`src/rtl/alu_issue_ctrl_if.sv`:
```
// Fetch and ALU-side signals of the issue controller, grouped so the
// controller (master) and the fetch/ALU environment (slave) see one bundle.
`timescale 1ns/1ps
interface alu_issue_ctrl_if #(
  parameter int PC_W = 8
) ();
  logic            fetch_req;
  logic [PC_W-1:0] fetch_addr;
  logic            instr_valid;
  logic [31:0]     instr;
  logic [31:0]     alu_read_data1;
  logic [31:0]     alu_read_data2;
  logic [2:0]      alu_control;
  logic [1:0]      alu_sel;
  logic [31:0]     alu_result;
  logic            alu_bt;

  modport master (
    output fetch_req, fetch_addr, alu_read_data1, alu_read_data2, alu_control, alu_sel,
    input  instr_valid, instr, alu_result, alu_bt
  );

  modport slave (
    input  fetch_req, fetch_addr, alu_read_data1, alu_read_data2, alu_control, alu_sel,
    output instr_valid, instr, alu_result, alu_bt
  );
endinterface

```
`src/rtl/alu_issue_ctrl.sv`:
```
// Multi-cycle sequencer for a registered ALU: FETCH -> DECODE -> EXEC -> WB,
// with an 8x32 register file, branch PC update and a retired-instruction count.
`timescale 1ns/1ps
module alu_issue_ctrl #(
  parameter int PC_W  = 8,
  parameter int CNT_W = 16
) (
  input  logic                 clk,
  input  logic                 reset,
  input  logic                 run,
  alu_issue_ctrl_if.master     bus,
  output logic                 retire,
  output logic                 illegal,
  output logic [CNT_W-1:0]     retired_cnt,
  input  logic [2:0]           dbg_addr,
  output logic [31:0]          dbg_data
);

  typedef enum logic [2:0] {S_IDLE, S_FETCH, S_DECODE, S_EXEC, S_WB} state_t;

  typedef struct packed {
    logic [1:0] sel;
    logic [2:0] ctrl;
    logic [2:0] rd;
    logic [2:0] rs1;
    logic [2:0] rs2;
    logic [7:0] off;
  } instr_t;

  state_t                 r_state;
  instr_t                 r_instr;
  logic [PC_W-1:0]        r_pc;
  logic [CNT_W-1:0]       r_cnt;
  logic                   r_fetch_req;
  logic                   r_retire;
  logic                   r_illegal;
  logic [1:0]             r_alu_sel;
  logic [2:0]             r_alu_control;
  logic [31:0]            r_rd1;
  logic [31:0]            r_rd2;
  logic [31:0]            r_regs [8];

  logic signed [PC_W-1:0] w_br_off;
  logic                   w_unused_lo;

  assign w_br_off    = $signed(r_instr.off);
  assign w_unused_lo = ^bus.instr[9:0];

  always_ff @(posedge clk or negedge reset) begin
    if (!reset) begin
      r_state       <= S_IDLE;
      r_instr       <= '0;
      r_pc          <= '0;
      r_cnt         <= '0;
      r_fetch_req   <= 1'b0;
      r_retire      <= 1'b0;
      r_illegal     <= 1'b0;
      r_alu_sel     <= 2'b00;
      r_alu_control <= 3'b000;
      r_rd1         <= '0;
      r_rd2         <= '0;
      // NOTE: the register file must read as zero after reset, so it is held in
      // flops with the async reset rather than mapped to a RAM macro.
      for (int i = 0; i < 8; i++) r_regs[i] <= '0;
    end else begin
      r_retire <= 1'b0;
      case (r_state)
        S_IDLE: begin
          if (run) begin
            r_state     <= S_FETCH;
            r_fetch_req <= 1'b1;
          end
        end
        S_FETCH: begin
          if (bus.instr_valid) begin
            r_instr     <= bus.instr[31:10];
            r_fetch_req <= 1'b0;
            r_state     <= S_DECODE;
          end
        end
        S_DECODE: begin
          r_alu_sel     <= (r_instr.sel == 2'b11) ? 2'b00 : r_instr.sel;
          r_alu_control <= r_instr.ctrl;
          r_rd1         <= r_regs[r_instr.rs1];
          r_rd2         <= r_regs[r_instr.rs2];
          r_state       <= S_EXEC;
        end
        S_EXEC: begin
          // ALU samples the held operands at this edge; retire marks the WB cycle.
          r_retire <= 1'b1;
          r_state  <= S_WB;
        end
        S_WB: begin
          r_cnt <= r_cnt + 1'b1;
          case (r_instr.sel)
            2'b00, 2'b01: begin
              if (r_instr.rd != 3'd0) r_regs[r_instr.rd] <= bus.alu_result;
              r_pc <= r_pc + 1'b1;
            end
            2'b10: r_pc <= bus.alu_bt ? r_pc + w_br_off : r_pc + 1'b1;
            default: begin
              r_illegal <= 1'b1;
              r_pc      <= r_pc + 1'b1;
            end
          endcase
          if (run) begin
            r_state     <= S_FETCH;
            r_fetch_req <= 1'b1;
          end else begin
            r_state <= S_IDLE;
          end
        end
        default: r_state <= S_IDLE;
      endcase
    end
  end

  assign bus.fetch_req      = r_fetch_req;
  assign bus.fetch_addr     = r_pc;
  assign bus.alu_read_data1 = r_rd1;
  assign bus.alu_read_data2 = r_rd2;
  assign bus.alu_control    = r_alu_control;
  assign bus.alu_sel        = r_alu_sel;
  assign retire             = r_retire;
  assign illegal            = r_illegal;
  assign retired_cnt        = r_cnt;
  assign dbg_data           = (dbg_addr == 3'd0) ? 32'd0 : r_regs[dbg_addr];

endmodule

```
`src/flat_wrapper.sv`:
```
// flat-port wrapper written by rule: the top's interface ports become plain ports
module alu_issue_ctrl_flat 
#(
  parameter int PC_W  = 8,
  parameter int CNT_W = 16
)
  (clk, reset, run, retire, illegal, retired_cnt, dbg_addr, dbg_data, bus_fetch_req, bus_fetch_addr, bus_alu_read_data1, bus_alu_read_data2, bus_alu_control, bus_alu_sel, bus_instr_valid, bus_instr, bus_alu_result, bus_alu_bt);
  alu_issue_ctrl_if #(.PC_W(PC_W)) bus_i ();
  input  logic clk;
  input  logic reset;
  input  logic run;
  output logic retire;
  output logic illegal;
  output logic [CNT_W-1:0] retired_cnt;
  input  logic [2:0] dbg_addr;
  output logic [31:0] dbg_data;
  output wire logic [$bits(bus_i.fetch_req)-1:0] bus_fetch_req;
  output wire logic [$bits(bus_i.fetch_addr)-1:0] bus_fetch_addr;
  output wire logic [$bits(bus_i.alu_read_data1)-1:0] bus_alu_read_data1;
  output wire logic [$bits(bus_i.alu_read_data2)-1:0] bus_alu_read_data2;
  output wire logic [$bits(bus_i.alu_control)-1:0] bus_alu_control;
  output wire logic [$bits(bus_i.alu_sel)-1:0] bus_alu_sel;
  input wire logic [$bits(bus_i.instr_valid)-1:0] bus_instr_valid;
  input wire logic [$bits(bus_i.instr)-1:0] bus_instr;
  input wire logic [$bits(bus_i.alu_result)-1:0] bus_alu_result;
  input wire logic [$bits(bus_i.alu_bt)-1:0] bus_alu_bt;
  assign bus_fetch_req = bus_i.fetch_req;
  assign bus_fetch_addr = bus_i.fetch_addr;
  assign bus_alu_read_data1 = bus_i.alu_read_data1;
  assign bus_alu_read_data2 = bus_i.alu_read_data2;
  assign bus_alu_control = bus_i.alu_control;
  assign bus_alu_sel = bus_i.alu_sel;
  assign bus_i.instr_valid = bus_instr_valid;
  assign bus_i.instr = bus_instr;
  assign bus_i.alu_result = bus_alu_result;
  assign bus_i.alu_bt = bus_alu_bt;
  alu_issue_ctrl #(.PC_W(PC_W), .CNT_W(CNT_W)) u_core (.clk(clk), .reset(reset), .run(run), .bus(bus_i), .retire(retire), .illegal(illegal), .retired_cnt(retired_cnt), .dbg_addr(dbg_addr), .dbg_data(dbg_data));
endmodule
```
`config.mk`:
```
export PLATFORM = sky130hd
export DESIGN_NAME = alu_issue_ctrl_flat
export DESIGN_NICKNAME = d
export VERILOG_FILES = /design/src/rtl/alu_issue_ctrl_if.sv /design/src/rtl/alu_issue_ctrl.sv /design/src/flat_wrapper.sv
export SDC_FILE = /design/constraint.sdc
export NUM_CORES = 1
export LEC_CHECK = 0
export CORE_ASPECT_RATIO = 1.5
export CORE_MARGIN = 4
export CORE_UTILIZATION = 58
export DETAILED_ROUTE_END_ITERATION = 12
export GPL_TIMING_DRIVEN = 0
export PLACE_DENSITY = 0.81
export SYNTH_ARGS = -nofsm -noshare
export SYNTH_HDL_FRONTEND = slang
export SYNTH_SLANG_ARGS = --single-unit
export TNS_END_PERCENT = 50
```
`constraint.sdc`:
```
create_clock -name clk -period 3 [get_ports clk]
set_clock_uncertainty 0.1 [all_clocks]
set_input_delay 0.45 -clock clk [delete_from_list [all_inputs] [get_ports clk]]
set_output_delay 0.45 -clock clk [all_outputs]
set_load 0.005 [all_outputs]
```
==> metrics.yaml, run 1 <==
global_route:
  grt_pass1_vias: 14500
  grt.total_usage_pct: 29.4
  grt_antenna_before_repair: 6
  first_pass_grt_wire_length_um: 82600
  gr-total-overflow: 0
  grt_max_degree: 118
floorplan:
  start_util_pct: 58.8
  io-pin-count: 200
  chipHeight_um: 234
  total_die_area_um2: 37100
  fp-row-count: 82
  dieWidth_um: 159
  core_um2: 33500
layout:
  multiInputGateArea_um2: 9580
  design.final.nets: 1728
  area_added_between_synthesis_and_finish_pct: 19.0
  mostFrequentLayoutCell: "sky130_fd_sc_hd__dfrtp_1"
  layout.cells.most_common_list: "sky130_fd_sc_hd__dfrtp_1 (377), sky130_fd_sc_hd__mux2_2 (250), sky130_fd_sc_hd__clkdlybuf4s50_1 (185)"
  layout.filler_cells: 2296
  drive_gt1_share_pct: 33.3
  ff_latch_area_um2: 9430
clock_tree:
  cts.root.buffer_cell: "sky130_fd_sc_hd__clkbuf_16"
  cts.sinks: 377
  cts_setup_buffers: 0
  htreeDepth: 2
  tritoncts: "built"
  clk_pin_slew_ns: 0.06
  cts_buffers: 37
  worst_skew_pair.late_latency_ns: 0.54
  clk_path_buf_depth: 3
worst_hold_path:
  hp-class: "in -> async"
timing:
  setup-violations-final: 2
  timing_hold_violations_final: 0
  maximum_achievable_frequency_ghz: 0.332
  rsz_0062_raised_after_global_routing: "false"
  layout_worst_path_cycle_share_pct: 100
  slew_headroom_pct: 26.0
  final.setup.worst_slack_ns: -0.00933
  fin_tns_setup_ns: -0.0162
  worst_pin_slew_ns: 1.11
  report.final.slew_viol_count: 0
  layout_min_cycle_time_ns: 3.01
worst_setup_path:
  worstPathArrival_ns: 2.46
  worst-endpoint-required_ns: 2.45
  cp-start-kind: "primary input"
  endpoint_class_of_the_critical_path: "output port"
  critPathSlowestCell: "sky130_fd_sc_hd__clkbuf_1"
  worst_path_dominant_cell_family: "buffers and inverters"
  timing.critical_path.cells: "clkbuf_1 > mux2_2 > a221oi_1 > a21oi_1 > clkdlybuf4s50_1"
  crit_path_max_incr_delay_ns: 0.63
  criticalPathCategory: "in -> out"
  critical_path_peak_fanout: 10
  worstPathBufferInverterCount: 2
run_status:
  outcome: "finished with violations"
  failed_checks: "setup timing"
placed_design:
  port_buffers: 186
  placement.setup.worst_slack_ns: -0.515
  detailedPlacementHpwl_um: 36800
  gp_routability_congestion: 0.888
power:
  power.ir.vdd_worst_v: 0.000644
  power-per-cell-area_nw_per_um2: 1090
  static-leakage-power_nw: 9.96
yosys:
  synth_warnings: 0
  synth_async_sr_flop_share_pct: 100
  avg_cell_area_syn_um2: 13.9
  number_of_instances_in_the_synthesized_netlist: 1417
  synth_seq_cells: 377
  number_of_enable_flip_flop_cells_after_synthesis: 0
  ys_types: 47
  mappedNetlistNets: 1499
  syn_area_um2: 19700
  synth_ff_type: "sky130_fd_sc_hd__dfrtp_1"
  synth.yosys.seq_area_share_pct: 47.8
flow_run:
  max_cap_viols: 0
routing:
  detailedRoute.firstIterationViolations: 1168
  postRouteWirelength_um: 53700
  postRouteAntennaNets: 0
  wl_per_cell_um: 25.6
  vias_per_cell: 6.53
  route.detailed.drc: 0
  num_vias: 13700
  first_pass_iteration_count_of_the_detailed_router: 5
-- power by group --
group / switching [mW] / internal, mW / leakage (nW) / total [mW]
Combinational: 5.04 / 6.70 / 4.73 / 11.7
Sequential: 1.87 / 7.25 / 4.63 / 9.13
Clock: 1.97 / 2.78 / 0.600 / 4.74
Total: 8.88 / 16.7 / 9.96 / 25.6
-- final timing paths --
| path | start | cells past startpoint | to | slack, ns |
|---|---|---|---|---|
| min reg2reg | u_core.retired_cnt[15] | 1 | u_core.retired_cnt[15] | 0.37 |
| min | reset | 2 | u_core.bus.alu_read_data1[25] | 0.28 |
| max in group asynchronous | reset | 4 | u_core.r_regs[5] | 1.08 |
| max reg2reg | u_core.r_state[0] | 6 | u_core.r_regs[48] | 0.08 |
| max | dbg_addr[1] | 5 | dbg_data[9] | -0.009 |
| min in group clk | u_core.retired_cnt[15] | 1 | u_core.retired_cnt[15] | 0.37 |
-- metal layers --
layer | global-route usage (%) | part of all wire, %
met3 | 5.15 | 6.6
met5 | 0 | 0
met4 | 14.7 | 5.4
met2 | 50.4 | 52
met1 | 35.9 | 36
-- synth_stat cells, types with 2 or more instances --
master                     number  area (µm²)
sky130_fd_sc_hd__a211oi_1       3        22.5
sky130_fd_sc_hd__a21o_1         2        15.0
sky130_fd_sc_hd__a21oi_1      109         546
sky130_fd_sc_hd__a221oi_1      31         272
sky130_fd_sc_hd__and3_1         5        31.3
sky130_fd_sc_hd__and3b_1        3        26.3
sky130_fd_sc_hd__buf_1         16        60.1
sky130_fd_sc_hd__buf_2         29         145
sky130_fd_sc_hd__buf_6          3        33.8
sky130_fd_sc_hd__clkbuf_1      89         334
sky130_fd_sc_hd__dfrtp_1      377        9430
sky130_fd_sc_hd__ha_1           9         113
sky130_fd_sc_hd__inv_1         38         143
sky130_fd_sc_hd__mux2_2       250        2820
sky130_fd_sc_hd__mux2_4        30         450
sky130_fd_sc_hd__mux2i_1       65         651
sky130_fd_sc_hd__mux4_2       160        3600
sky130_fd_sc_hd__nand2_1       19        71.3
sky130_fd_sc_hd__nand3_1       15        75.1
sky130_fd_sc_hd__nand3b_1       5        37.5
sky130_fd_sc_hd__nand4_1        6        37.5
sky130_fd_sc_hd__nand4b_1       2        17.5
sky130_fd_sc_hd__nor2_1        87         327
sky130_fd_sc_hd__nor2b_1        3        18.8
sky130_fd_sc_hd__nor3_1         7        35.0
sky130_fd_sc_hd__o21ai_0       13        65.1
sky130_fd_sc_hd__or3_1          4        25.0
sky130_fd_sc_hd__or3b_2         2        17.5
sky130_fd_sc_hd__or4_1          3        22.5
sky130_fd_sc_hd__xnor2_1       13         114
sky130_fd_sc_hd__xor2_1         3        26.3
-- repair_timing --
| action | 4_1_cts | 5_1_grt |
|---|---|---|
| setup endpoints to repair | 32 | 42 |
| hold buffers | 1 | 0 |
| endpoints found under the hold margin | 43 | 0 |
| gates resized for setup | 20 | 15 |
-- stage by stage --
step / total power, mW / area (µm²) / hold slack [ns] / utilization [%] / instances
after floorplan: 16.5 / 19700 / 0.0544 / - / 1417
after global placement: 20.3 / 22100 / 0.352 / 65.9 / 2023
after detailed placement: 20.8 / 22200 / 0.258 / 66.2 / 2026
after CTS: 25.6 / 23500 / 0.285 / 69.9 / 2089
after global routing: 26.9 / 23500 / 0.318 / 70.0 / 2094
final: 25.6 / 23500 / 0.284 / 70.0 / 2095
-- flip-flops by register name (all words and copies together), names as in the netlist, 3 cells and up --
register / flops
u_core.retired_cnt: 16
u_core.bus.fetch_addr: 8
u_core.bus.alu_control: 3
u_core.w_br_off: 8
u_core.r_instr: 14
u_core.bus.alu_read_data1: 32
u_core.r_regs: 256
u_core.bus.alu_read_data2: 32
u_core.r_state: 3
-- layout make-up --
class	count	share of cell area, %
multi-input combinational	864	40.8
sequential	377	40.2
timing repair buffer	190	8.34
clock buffer	53	4.63
buffer	138	2.64
tap	420	2.24
inverter	38	0.607
clock inverter	9	0.527
antenna	6	0.0639
-- cells by family (layout without fill, tap and decap cells) --
group                      after synthesis  count (layout)  share of synthesized area, %
other                                    0               6                             0
adders and majority gates               10              10                         0.672
xor gates and xnor gates                16              16                         0.710
buffers and inverters                  176             428                          3.66
DFF                                    377             377                          47.8
muxes                                  505             505                          38.1
and+or+nand+nor                        165             165                          3.97
AOI/OAI and AO/OA                      168             168                          5.09
Power figures use the tool's default switching activity.
==> inputs of run 2 (changes only) <==
- CORE_UTILIZATION: 58 -> 49
- PLACE_DENSITY: 0.81 -> 0.7
- RECOVER_POWER: not set -> 50
==> run 2 against run 1 <==
The flow now finishes without violations. Clock power grew 4%. Cell count grew 4.1%. First-iteration DRC count shrank 7.0%. Core utilization shrank 10 points. Register-to-register slack is essentially flat. Critical path type unchanged.
==> metrics.yaml, run 2 (synthesis results as in run 1) <==
clock_tree:
  htreeDepth: 2  # unchanged
  clk_path_buf_depth: 3  # unchanged
  cts.sinks: 377  # unchanged
  cts_buffers: 39  # +5.4%
  cts_setup_buffers: 0  # unchanged
  clk_pin_slew_ns: 0.06  # about the same
  cts.root.buffer_cell: "sky130_fd_sc_hd__clkbuf_16"
  worst_skew_pair.late_latency_ns: 0.54  # about the same
  tritoncts: "built"
timing:
  final.setup.worst_slack_ns: 0.0405  # +0.0498 ns
  maximum_achievable_frequency_ghz: 0.338  # +1.7%
  slew_headroom_pct: 11.8  # -14 points
  layout_min_cycle_time_ns: 2.96  # -0.0498 ns
  report.final.slew_viol_count: 0  # unchanged
  worst_pin_slew_ns: 1.32  # +0.212 ns
  layout_worst_path_cycle_share_pct: 98.7  # -1.7 points
  setup-violations-final: 0  # -2
  timing_hold_violations_final: 0  # unchanged
worst_setup_path:
  criticalPathCategory: "in -> out"
  worst-endpoint-required_ns: 2.45  # about the same
  worstPathArrival_ns: 2.41  # -0.05 ns
  cp-start-kind: "primary input"
  critical_path_peak_fanout: 10  # unchanged
  endpoint_class_of_the_critical_path: "output port"
routing:
  postRouteWirelength_um: 55900  # +4.0%
  first_pass_iteration_count_of_the_detailed_router: 5  # unchanged
  vias_per_cell: 6.20  # -5.1%
  detailedRoute.firstIterationViolations: 1086  # -7.0%
  num_vias: 13500  # -1.2%
  postRouteAntennaNets: 0  # unchanged
  wl_per_cell_um: 25.6  # -0.12%
  route.detailed.drc: 0  # unchanged
layout:
  layout.filler_cells: 3133  # +36%
  finish.cell_count_without_fillers: 2181  # +4.1%
  drive_gt1_share_pct: 33.6  # +0.24 points
  multiInputGateArea_um2: 9580  # unchanged
  largest-register: "u_core.r_regs"
  design.final.nets: 1730  # +0.12%
  largest_reg_flops: 256  # unchanged
  layout.cells.most_common_list: "sky130_fd_sc_hd__dfrtp_1 (377), sky130_fd_sc_hd__mux2_2 (250), sky130_fd_sc_hd__mux4_2 (160)"
  postLayoutCellArea_um2: 23700  # +0.72%
  ff_latch_area_um2: 9430  # unchanged
  area_added_between_synthesis_and_finish_pct: 19.9
  mostFrequentLayoutCell: "sky130_fd_sc_hd__dfrtp_1"
flow_run:
  max_cap_viols: 0  # unchanged
power:
  static-leakage-power_nw: 10.0  # +0.87%
  power.ir.vdd_worst_v: 0.000558  # -13%
  power-per-cell-area_nw_per_um2: 1080  # -1.2%
floorplan:
  start_util_pct: 49.9  # -8.9 points
  chipHeight_um: 254  # +8.5%
  dieWidth_um: 172  # +8.4%
  io-pin-count: 200  # unchanged
  total_die_area_um2: 43600  # +18%
  core_um2: 39500  # +18%
  fp-row-count: 89  # +8.5%
worst_hold_path:
  hp-class: "in -> reg"
placed_design:
  port_buffers: 186  # unchanged
  dpl.cell_count: 2106  # +3.9%
  detailedPlacementHpwl_um: 37600  # +2.1%
  placement.setup.worst_slack_ns: -0.695  # -0.180 ns
  area_of_placed_instances_um2: 22300  # +0.45%
  gp_routability_congestion: 0.829  # -6.7%
global_route:
  groute.layer.met3.usage_pct: 4.31  # -0.84 points
  grt_max_degree: 124  # +5.1%
  grt_pass1_vias: 14400  # -0.63%
  grt_util_met2_pct: 45.0  # -5.3 points
  grt_use_met1_pct: 32.2  # -3.7 points
  globalRoute.busiestLayer: "met2"
  grt.total_usage_pct: 25.9  # -3.5 points
  grt_antenna_before_repair: 3  # -3
  first_pass_grt_wire_length_um: 85600  # +3.6%
  gr-total-overflow: 0  # unchanged
run_status:
  outcome: "finished, final reports clean"
-- run 2: cell types whose count changed in the layout (fill, tap and decap cells not counted), sizes merged --
cell / previous run / this run
buf: 52 / 51
bufinv: 3 / 2
clkbuf: 143 / 150
clkdlybuf4s50: 185 / 92
clkinv: 5 / 8
clkinvlp: 0 / 2
diode: 6 / 3
dlygate4sd3: 1 / 94
inv: 39 / 38
-- run 2: worst max-delay path, cell delays in order --
cell and delay [ns]:
sky130_fd_sc_hd__clkbuf_1 0.48, sky130_fd_sc_hd__clkbuf_1 0.66, sky130_fd_sc_hd__a21oi_1 0.29, sky130_fd_sc_hd__clkdlybuf4s50_1 0.52
-- run 2: through the flow --
step	TNS (ns)	total power, mW	utilization [%]	hold slack (ns)
floorplan	0	16.5	-	0.0544
global placement	-5704.96	20.4	56.2	0.352
detailed placement	-14.94	20.8	56.4	0.283
CTS	-0.0202	25.8	59.8	0.305
global route	-0.217	27.0	59.8	0.372
finish	0	25.5	59.9	0.361
-- run 2: report_power, final --
part | internal [mW] | leakage (nW) | switching [mW] | total [mW]
sequential | 7.25 | 4.63 | 1.83 | 9.08
clock | 2.84 | 0.625 | 2.06 | 4.91
combinational | 6.50 | 4.79 | 4.99 | 11.5
total | 16.6 | 10.0 | 8.88 | 25.5
-- run 2: layer usage --
layer | routed length, µm | vias up
met5 | 0 | -
met4 | 2360 | 0
met3 | 3350 | 121
met2 | 29100 | 502
met1 | 21100 | 7093
li1 | - | 5801
-- run 2: final timing paths --
path | slack (ns) | startpoint | cells after the start | to
min in group asynchronous | 0.64 | reset | 2 | u_core.bus.alu_read_data1[24]
worst max-delay path | 0.04 | dbg_addr[2] | 4 | dbg_data[27]
max in group asynchronous | 0.38 | reset | 4 | u_core.bus.alu_read_data1[10]
worst min register to register | 0.37 | u_core.retired_cnt[15] | 1 | u_core.retired_cnt[15]
worst max register to register | 0.07 | u_core.r_state[0] | 6 | u_core.r_regs[47]
worst min-delay path | 0.36 | bus_instr[11] | 3 | u_core.w_br_off[1]
-- run 2: repair_timing --
action	CTS	global route
hold buffers	1	0
hold endpoints to repair	44	0
gates resized for setup	28	17
endpoints found under the setup margin	34	57
-- run 2: area by class of cell --
class | count | share of cell area, %
Antenna cell | 3 | 0.0317
Buffer | 138 | 2.70
Clock buffer | 59 | 4.88
Clock inverter | 12 | 0.534
Inverter | 38 | 0.603
Multi-Input combinational cell | 864 | 40.5
Sequential cell | 377 | 39.9
Tap cell | 500 | 2.64
Timing Repair Buffer | 190 | 8.24
==> RTL change (settings of run 2) <==
Add an input register stage for `run` and `dbg_addr`; this delays them by one clock. The other inputs are not delayed to match.
--- a/src/rtl/alu_issue_ctrl.sv
+++ b/src/rtl/alu_issue_ctrl.sv
@@ -28,2 +28,10 @@
   } instr_t;
+
+  logic run_q;
+  logic [2:0] dbg_addr_q;
+
+  always_ff @(posedge clk) begin
+    run_q      <= run;
+    dbg_addr_q <= dbg_addr;
+  end
 
@@ -68,3 +76,3 @@
         S_IDLE: begin
-          if (run) begin
+          if (run_q) begin
             r_state     <= S_FETCH;
@@ -105,3 +113,3 @@
           endcase
-          if (run) begin
+          if (run_q) begin
             r_state     <= S_FETCH;
@@ -126,3 +134,3 @@
   assign retired_cnt        = r_cnt;
-  assign dbg_data           = (dbg_addr == 3'd0) ? 32'd0 : r_regs[dbg_addr];
+  assign dbg_data           = (dbg_addr_q == 3'd0) ? 32'd0 : r_regs[dbg_addr_q];
 
Formal check against the unedited RTL: not equivalent (Yosys sat finds a counterexample within 4 cycles, from zero or initial values and one cycle with reset low).
==> RTL change against run 2 <==
Clock power shrank 2%; sequential cell count grew 4; highest routed layer unchanged; synthesized cell count shrank 0.42%; first-iteration DRC count shrank 5.0%; setup slack lost 0.091 ns; synthesized area shrank 0.42%; routed wire length grew 0.43%; final area grew 0.39%; total power shrank 1.4%; maximum frequency shrank 3.0%; the flow now finishes with violations (negative setup slack).
==> RTL change: results (changes against run 2) <==
* Max stage delay cell, worst path: sky130_fd_sc_hd__clkdlybuf4s50_1
* Worst Hold Path EP: u_core.dbg_addr_q[2]$_DFF_P_
* Wire length of the first global-routing pass at 85280 µm (-0.32%)
* Arithmetic-cell share of the synthesized area counting full adders, half adders and majority gates at 0.6748% (+0.0028 points)
* Violations in the final reports: negative setup slack
* Area share of xor/xnor cells in the synthesized design at 0.8021% (+0.092 points)
* Internal Pwr Total at 16.30 mW (-1.8%)
* Final critical-path setup slack at -0.05097 ns (-0.09142 ns)
* Combinational Power Share at 44.7% (-0.4 points)
* VDD IR max at 0.4878 mV (-13%)
* Grt met1 use at 32.55% (+0.33 points)
* Total clock buffers created by CTS at 38 (-2.6%)
* Multiplexer fraction of the synthesized cell area at 37.69% (-0.41 points)
* Capturing point of the worst reg2reg path: u_core.bus.alu_read_data1[9]$_DFFE_PN0P_
* Synth async-reset ratio at 98.95% (-1.0 points)
* GR met3 Demand/Resource at 3.233% (-1.1 points)
* Tot GR Track Use at 26.01% (+0.096 points)
* Count of cells resized by post-cts repair at 91 (+230%)
* Met2 Wirelength at 29580 µm (+1.7%)
* Met3 Routed Length at 2813 µm (-16%)
* Setup violation total in the final timing report at 1 (+1)
* Part of the power in the clock network at 19.1% (-0.2 points)
* Area after DPL at 0.02226 mm² (-0.24%)
* Via count of the first global-routing pass at 14183 (-1.3%)
* Most frequent cells after synthesis: sky130_fd_sc_hd__dfrtp_1 (377), sky130_fd_sc_hd__mux2_2 (277), sky130_fd_sc_hd__mux4_2 (160), sky130_fd_sc_hd__a21oi_1 (106), sky130_fd_sc_hd__clkbuf_1 (83)
* Result of the run: finished with violations
* Antenna violations before repair at 0 (-3)
## RTL change: worst max path at each step
stage	start	slack [ns]	to
floorplan	u_core.bus.fetch_addr[1]$_DFFE_PN0N_	0.81	u_core.bus.fetch_addr[7]$_DFFE_PN0N_
global placement	reset	-15.29	u_core.r_regs[69]$_DFFE_PN0P_
detailed placement	u_core.dbg_addr_q[1]$_DFF_P_	-0.62	dbg_data[31]
CTS	u_core.dbg_addr_q[1]$_DFF_P_	-0.008	dbg_data[8]
global route	u_core.dbg_addr_q[1]$_DFF_P_	-0.06	dbg_data[31]
finish	u_core.dbg_addr_q[1]$_DFF_P_	-0.05	dbg_data[31]
## RTL change: final cells by class
cell class	instances	area, µm²
inverters	38	142.6
clock buffers	59	1134
fillers	3069	15780
well taps	500	625.6
multi-input cells	854	9509
flip-flops and latches	381	9520
clock inverters	7	85.08
plain buffers	137	762.0
repair buffers	193	1976
